[config.mk]
export PLATFORM = sky130hd
export DESIGN_NAME = memory_access_sequencer
export DESIGN_NICKNAME = d
export VERILOG_FILES = /design/src/rtl/memory_access_sequencer.sv
export SDC_FILE = /design/constraint.sdc
export NUM_CORES = 1
export LEC_CHECK = 0
export ABC_AREA = 0
export CAP_MARGIN = 20
export CORE_UTILIZATION = 43
export DETAILED_ROUTE_END_ITERATION = 7
export GPL_TIMING_DRIVEN = 0
export PLACE_DENSITY = 0.83
export SLEW_MARGIN = 0
export SYNTH_ARGS = -nofsm -noshare
export SYNTH_HDL_FRONTEND = slang
export SYNTH_SLANG_ARGS = --single-unit
[constraint.sdc]
create_clock -name Clock -period 2.12 [get_ports Clock]
set_clock_uncertainty 0.2 [all_clocks]
set_input_delay 0.424 -clock Clock [delete_from_list [all_inputs] [get_ports Clock]]
set_output_delay 0.424 -clock Clock [all_outputs]
set_load 0.05 [all_outputs]
[src/rtl/memory_access_sequencer.sv]
// rtl/memory_access_sequencer.sv - fetch/data arbiter and MEM_MFC handshake sequencer
// Optional statistics counters enabled by ACCESS_STATS_EN.
module memory_access_sequencer #(
    parameter int TIMEOUT_CYCLES = 16,
    parameter int DATA_W         = 32
) (
    input  logic              Clock,
    input  logic              Reset,
    input  logic              Fetch_Req,
    input  logic [DATA_W-1:0] Fetch_Address,
    output logic              Fetch_Ack,
    output logic [DATA_W-1:0] Fetch_Data,
    input  logic              Data_Req,
    input  logic              Data_Write,
    input  logic [DATA_W-1:0] Data_Address,
    input  logic [DATA_W-1:0] Data_Write_Value,
    output logic              Data_Ack,
    output logic [DATA_W-1:0] Data_Read_Value,
    output logic              Access_Error,
    output logic              Stall,
    output logic [DATA_W-1:0] MEM_Address,
    output logic [DATA_W-1:0] MEM_Data_In,
    output logic [1:0]        MEM_r_w_z_z,
    input  logic [DATA_W-1:0] MEM_Data_Out,
    input  logic              MEM_MFC,
    input  logic              MEM_ERROR,
    output logic [15:0]       Stat_Fetches,
    output logic [15:0]       Stat_Loads_Stores,
    output logic [15:0]       Stat_Errors
);
    typedef enum logic [1:0] {IDLE, ACCESS, RESP} state_t;

    state_t            state, state_next;
    logic              owner_data;
    logic              write_q;
    logic              error_q;
    logic [DATA_W-1:0] address_q;
    logic [DATA_W-1:0] write_value_q;
    logic [DATA_W-1:0] fetch_data_q;
    logic [DATA_W-1:0] read_data_q;
    logic [7:0]        count_q;
    logic              timed_out;

    assign timed_out = (count_q == 8'(TIMEOUT_CYCLES - 1));

    always_ff @(posedge Clock) begin
        if (Reset) begin
            state         <= IDLE;
            owner_data    <= 1'b0;
            write_q       <= 1'b0;
            error_q       <= 1'b0;
            address_q     <= '0;
            write_value_q <= '0;
            fetch_data_q  <= '0;
            read_data_q   <= '0;
            count_q       <= '0;
        end else begin
            state <= state_next;
            case (state)
                IDLE: begin
                    count_q <= '0;
                    error_q <= 1'b0;
                    // Data wins ties: it belongs to the older instruction.
                    if (Data_Req) begin
                        owner_data    <= 1'b1;
                        address_q     <= Data_Address;
                        write_q       <= Data_Write;
                        write_value_q <= Data_Write_Value;
                    end else if (Fetch_Req) begin
                        owner_data    <= 1'b0;
                        address_q     <= Fetch_Address;
                        write_q       <= 1'b0;
                        write_value_q <= '0;
                    end
                end
                ACCESS: begin
                    count_q <= count_q + 8'd1;
                    if (MEM_MFC) begin
                        error_q <= MEM_ERROR;
                        if (owner_data) read_data_q  <= MEM_Data_Out;
                        else            fetch_data_q <= MEM_Data_Out;
                    end else if (MEM_ERROR || timed_out) begin
                        error_q <= 1'b1;
                        if (owner_data) read_data_q  <= '0;
                        else            fetch_data_q <= '0;
                    end
                end
                RESP:    count_q <= '0;
                default: count_q <= '0;
            endcase
        end
    end

    always_comb begin
        state_next   = state;
        MEM_r_w_z_z  = 2'b10;
        MEM_Address  = '0;
        MEM_Data_In  = '0;
        Fetch_Ack    = 1'b0;
        Data_Ack     = 1'b0;
        Access_Error = 1'b0;
        case (state)
            IDLE: begin
                if (Data_Req || Fetch_Req) state_next = ACCESS;
            end
            ACCESS: begin
                MEM_Address = address_q;
                MEM_r_w_z_z = write_q ? 2'b01 : 2'b00;
                MEM_Data_In = write_q ? write_value_q : '0;
                if (MEM_MFC || MEM_ERROR || timed_out) state_next = RESP;
            end
            RESP: begin
                Fetch_Ack    = ~owner_data;
                Data_Ack     = owner_data;
                Access_Error = error_q;
                state_next   = IDLE;
            end
            default: state_next = IDLE;
        endcase
    end

    assign Fetch_Data      = fetch_data_q;
    assign Data_Read_Value = read_data_q;
    assign Stall           = (Fetch_Req & ~Fetch_Ack) | (Data_Req & ~Data_Ack);

`ifdef ACCESS_STATS_EN
    logic [15:0] stat_fetches_q, stat_data_q, stat_errors_q;

    always_ff @(posedge Clock) begin
        if (Reset) begin
            stat_fetches_q <= '0;
            stat_data_q    <= '0;
            stat_errors_q  <= '0;
        end else if (state == RESP) begin
            if (!owner_data && stat_fetches_q != 16'hFFFF) stat_fetches_q <= stat_fetches_q + 16'd1;
            if (owner_data && stat_data_q != 16'hFFFF)     stat_data_q    <= stat_data_q + 16'd1;
            if (error_q && stat_errors_q != 16'hFFFF)      stat_errors_q  <= stat_errors_q + 16'd1;
        end
    end

    assign Stat_Fetches      = stat_fetches_q;
    assign Stat_Loads_Stores = stat_data_q;
    assign Stat_Errors       = stat_errors_q;
`else
    assign Stat_Fetches      = 16'h0;
    assign Stat_Loads_Stores = 16'h0;
    assign Stat_Errors       = 16'h0;
`endif
endmodule

==> impl_metrics.toml, run 1 <==
[sta]
fmax_mhz = 444
hold_violations = 0
fin_setup_tns_ns = -6.86
tightest_slew_ns = 0.569
report.final.setup_viol = 68
grt_setup_unrepaired = "yes"
finalCritPeriodShare = 1.06
min_period_ns = 2.25
relSlewSlack = 0.621
maxSlewViolCount = 0
timing.final.ws_setup_ns = -0.133

[placed_design]
gp_congestion = 0.925
port_buffers = 266
dpl-instance-area_um2 = 10600
dpl.hpwl_mm = 18.0

[clocking]
numCtsBuffers = 17
clkLatencyLatePin_ns = 0.41
htreeDepth = 4
cts_tree = "done"
numClockSinks = 141
clockRootBuffer = "clkbuf_16"
clkTransAtPathRegs_ns = 0.05
clk_path_buf_depth = 2

[routing]
dr.pass1.iters = 6
wl_mm = 24.3
drc = 0
ant_nets = 0
wl_per_cell_um = 16.8
drt-vias-per-instance = 5.04
drtIter0Drc = 335
routed-via-count = 7309

[layout]
diodes = 0
drive_gt1_frac = 0.190
area_growth_pct = 53.0
postLayoutCellArea_um2 = 11500
finalNetCount = 1355
fillers = 1398

[status]
outcome = "complete, but fails checks"
violations = "negative setup slack"

[die]
core_um2 = 16800
design.die.area_um2 = 17900
dieWidth_um = 134
ios = 317
start_util = 0.445
row_count = 47
dieHeight_um = 134

[yosys]
async_flop_share = 0
synth_commonest_cells = "dfxtp_1, o21ai_0, mux2i_1"
yosysMostFrequentCell = "dfxtp_1"
syn_area_um2 = 7490
synth-seq-cells = 141
syn_inst = 875
yosysTopAreaCellShare = 0.377
yosys_most_used_dff = "dfxtp_1"
yosysSeqAreaShare = 0.377
synthDistinctLibCells = 38
synth_edf_count = 0
synth.largest_area_cell = "dfxtp_1"
syn_area_per_cell_um2 = 8.56
synthTopCellsByArea = "dfxtp_1, mux2i_1, o21ai_0"
yosys_warnings = 0

[global_routing]
grtUsageMet1 = 0.288
antenna_found_initial = 0
grt_overflow = 0
grt_start_max_net_pins = 20
use_met3 = 0.0771
grt.busiest_layer = "met2"
met2_usage = 0.481
grt_usage = 0.264
grt_pass1_vias = 7168
grt_pass1_wl_mm = 37.0

[power]
p_leak_uw = 0.00532
sequentialPowerShare = 0.372
swShare = 0.297
p_per_area_nw_per_um2 = 686
p_int_uw = 5530
p_comb_frac = 0.242
power.switching_uw = 2330
ir_drop_v = 0.000581
p_clk_frac = 0.386

[critical_path]
crit_type = "flip-flop to primary output"
critPathMaxFanout = 7
required_ns = 1.50
rrSetupSlack_ns = 0.10
start_kind = "flip-flop"
cp.arrival_ns = 1.63
end_kind = "primary output"

[worst_hold_path]
min-delay-path-class = "input pin to flip-flop"

[flow_run]
maxCapViolations = 0
-- worst max-delay path, cell delays in order (launching register included) --
cell     delay [ns]
dfxtp_4        0.35
nor2b_4        0.26
buf_8          0.19
buf_8          0.12
and2_4         0.15
buf_8          0.14
-- power by group through the flow --
stage	combinational, µW	clock [µW]	sequential [µW]
after floorplan	1010	0	3110
after global placement	1770	0	2970
after detailed placement	1790	0	2970
after CTS	1860	3060	2920
after global routing	2020	3170	2940
final	1900	3030	2930
-- layer usage --
layer / part of all wire / vias to the layer above
li1: - / 3598
met1: 0.39 / 3406
met2: 0.51 / 269
met3: 0.075 / 36
met4: 0.024 / 0
met5: 0 / -
-- worst paths after layout --
path,depth (start not counted),from,endpoint
max,5,state[0],MEM_Address[30]
min,3,Data_Req,owner_data
max reg2reg,7,state[0],Fetch_Data[29]
min reg2reg,2,write_value_q[18],write_value_q[18]
-- cell usage in the layout, fill, tap and decap left out, types with 2 or more instances in the layout --
| cell type | instances |
|---|---|
| dfxtp_1 | 139 |
| clkdlybuf4s50_1 | 132 |
| buf_4 | 101 |
| o21ai_0 | 97 |
| mux2i_1 | 96 |
| a21oi_1 | 71 |
| nand2b_1 | 65 |
| nor2b_1 | 64 |
| dlygate4sd2_1 | 64 |
| conb_1 | 48 |
| clkbuf_1 | 44 |
| nand2_1 | 37 |
| buf_8 | 32 |
| and3b_1 | 32 |
| a211oi_1 | 32 |
| and3_1 | 29 |
| and2_4 | 22 |
| clkbuf_16 | 17 |
| and2_1 | 14 |
| clkbuf_2 | 14 |
| buf_2 | 11 |
| nor2_1 | 7 |
| inv_1 | 5 |
| o21ai_1 | 5 |
| buf_6 | 5 |
| nor2b_4 | 3 |
| and3_4 | 3 |
| clkbuf_8 | 3 |
| bufinv_16 | 3 |
| clkinv_2 | 3 |
| clkbuf_4 | 2 |
| nor2_2 | 2 |
| or2_2 | 2 |
| or3_1 | 2 |
| xnor2_1 | 2 |
| nand3_1 | 2 |
| dfxtp_4 | 2 |
-- metrics by stage --
| step | hold WS (ns) | utilization | worst slack [ns] | cells | total power [µW] |
|---|---|---|---|---|---|
| after global routing | 0.208 | 0.681 | -0.190 | 1450 | 8130 |
| final | 0.218 | 0.681 | -0.133 | 1450 | 7860 |
| after global placement | 0.248 | 0.633 | -1.07 | 1408 | 4740 |
| after CTS | 0.199 | 0.675 | -0.164 | 1446 | 7840 |
| after floorplan | 0.230 | - | -0.0183 | 922 | 4120 |
| after detailed placement | 0.261 | 0.633 | -1.08 | 1408 | 4770 |
-- registers in the layout, indices dropped and copies added (netlist names), 2 cells and up --
name,flops
Fetch_Data,32
Data_Read_Value,32
state,2
write_value_q,32
address_q,32
count_q,8
-- cell families (layout without fill, tap and decap cells) --
logic type	Yosys count	in the layout	synth area share
xor gates and xnor gates	3	3	0.00351
other	1	48	0.000501
and+or+nand+nor	293	293	0.241
muxes	96	96	0.128
DFF	141	141	0.377
AOI/OAI and AO/OA	209	210	0.154
buffers and inverters	131	438	0.0937
adders and majority gates	1	1	0.00167
-- layout make-up --
type                       count  area, µm²  share of cell area
sequential                   141       2830               0.247
inverter                       5       18.8             0.00164
buffer                       124        733              0.0640
tap                          220        275              0.0240
multi-input combinational    651       4260               0.372
clock inverter                 7        113             0.00983
timing repair buffer         279       2740               0.239
clock buffer                  23        478              0.0417
-- what timing repair did --
| item | CTS | global route |
|---|---|---|
| endpoints found under the setup margin | 134 | 83 |
| setup buffers | 7 | 4 |
| hold buffers | 0 | 0 |
| gates cloned | 3 | 1 |
| resized for setup | 585 | 40 |
| pin swaps | 18 | 4 |
Note: power is estimated with default switching activity, not from simulation.
==> inputs of run 2 (changes only) <==
- PLACE_DENSITY: 0.83 -> 0.93
==> run 2 against run 1 <==
Net effect: first-iteration DRC count increased by 38%; worst setup slack worse by 0.022 ns; sequential cell count stayed put; register-to-register slack worse by 0.02 ns; global-route usage is 0.36 points higher; via count grew 2.6%; sequential power hardly changed; routed wire length increased by 0.11%; non-clock buffer count is 2 lower; combinational power about the same; largest power group is now registers; the flow still finishes with violations (negative setup slack); critical path type unchanged; final area is 0.24% lower.
==> impl_metrics.toml, run 2 (synthesis results as in run 1) <==
[status]
outcome = "complete, but fails checks"
violations = "negative setup slack"

[clocking]
numClockSinks = 141
clkTransAtPathRegs_ns = 0.06
clockRootBuffer = "clkbuf_16"
cts_tree = "done"
htreeDepth = 4
clkLatencyLatePin_ns = 0.42
clk_path_buf_depth = 2
numCtsBuffers = 17

[die]
ios = 317
core_um2 = 16800
dieWidth_um = 134
design.die.area_um2 = 17900
row_count = 47
start_util = 0.445
dieHeight_um = 134

[layout]
finalNetCount = 1352
diodes = 0
area_growth_pct = 52.6
fillers = 1320
final_common_cell = "dfxtp_1"
stdcell_count = 1449
drive_gt1_frac = 0.190
final_cell_mix = "dfxtp_1, clkdlybuf4s50_1, o21ai_0"

[critical_path]
rrSetupSlack_ns = 0.08
timing.critical_path.cells = "nor2b_4 -> buf_4 -> and3_1 -> buf_4"
crit_type = "flip-flop to primary output"
cp-startpoint = "state[0]"
cp.arrival_ns = 1.65
r2r-end = "write_value_q[31]"
cp_slowest_cell = "dfxtp_4"
critical_path_buf_inv_count = 2
path_common_cell = "buf_4"
path_delay_family = "simple AND/OR/NAND/NOR gates"
critPathMaxStageDelay_ns = 0.35
end_kind = "primary output"
r2r_start = "state[0]"
start_kind = "flip-flop"
required_ns = 1.50
worstRegToRegCells = 7
critPathMaxFanout = 10

[placed_design]
port_buffers = 266
gp_congestion = 0.903
place_inst = 1408
dpl.hpwl_mm = 17.7

[worst_hold_path]
hold_path_depth = 3
whs_endpoint = "owner_data"
min-delay-path-class = "input pin to flip-flop"
worstHoldStart = "Data_Req"

[routing]
drc = 0
met1_length_mm = 9.45
ant_nets = 0
dr.pass1.iters = 5
dr_wl_met2_mm = 12.4
wl_mm = 24.3
wl_per_cell_um = 16.8
routed-via-count = 7496
drtIter0Drc = 463
highest_layer = "met4"
drt-vias-per-instance = 5.17
dr_wl_met3_mm = 2.01

[global_routing]
grt_pass1_wl_mm = 37.6
grt_start_max_net_pins = 20
grt_usage = 0.268
grt_overflow = 0
grt_pass1_vias = 7161
antenna_found_initial = 0

[power]
p_leak_uw = 0.00531
finalPower_uw = 7740
ir_drop_v = 0.000565
p_per_area_nw_per_um2 = 678

[sta]
fmax_mhz = 440
relSlewSlack = 0.577
grt_setup_unrepaired = "yes"
min_period_ns = 2.28
timing.final.ws_setup_ns = -0.155
hold_violations = 0
maxSlewViolCount = 0
finalCritPeriodShare = 1.07
tightest_slew_ns = 0.635
report.final.setup_viol = 66

[flow_run]
maxCapViolations = 0
## run 2: tightest hold or removal path: stages
cell and delay [ns]:
buf_4 0.20, nand2_1 0.08, a21oi_1 0.05
## run 2: cell type report
class,count,area [µm²],area share
Sequential cell,141,2830,0.248
Multi-Input combinational cell,650,4250,0.372
Clock buffer,20,457,0.0400
Clock inverter,12,111,0.00975
Inverter,5,18.8,0.00164
Buffer,124,742,0.0649
Tap cell,220,275,0.0241
Timing Repair Buffer,277,2750,0.240
## run 2: routing by layer
layer	GRT usage	up-vias
li1	-	3582
met1	0.301	3534
met2	0.481	342
met3	0.0661	38
met4	0.107	0
met5	0	-
## run 2: worst max-delay path by stage
stage	to	slack, ns	depth (start not counted)
after floorplan	Stall	-0.02	4
after global placement	MEM_Address[20]	-0.98	5
after detailed placement	MEM_Address[24]	-1.01	5
after CTS	MEM_Address[24]	-0.17	5
after global routing	MEM_Address[24]	-0.20	5
final	MEM_Data_In[14]	-0.16	4
## run 2: per-stage QoR
step	cell area [µm²]	TNS, ns	setup WS (ns)	hold slack [ns]	utilization
2_1_floorplan	7700	-0.0183	-0.0183	0.230	-
3_3_place_gp	10600	-64.24	-0.982	0.244	0.633
3_5_place_dp	10600	-69.62	-1.01	0.259	0.633
4_1_cts	11300	-7.18	-0.171	0.180	0.674
5_1_grt	11400	-10.36	-0.200	0.223	0.679
6_report	11400	-7.14	-0.155	0.194	0.679
## run 2: where the power goes
group / switching (µW) / internal (µW)
clock network: 1220 / 1680
logic: 1130 / 782
registers: 103 / 2820
total: 2460 / 5280
## run 2: repair_timing
item	in CTS	in global routing
setup buffers	6	2
pin swaps	19	2
endpoints found under the hold margin	0	0
gates resized for setup	590	38
endpoints found under the setup margin	134	123
hold buffers	0	0
cloned	3	0
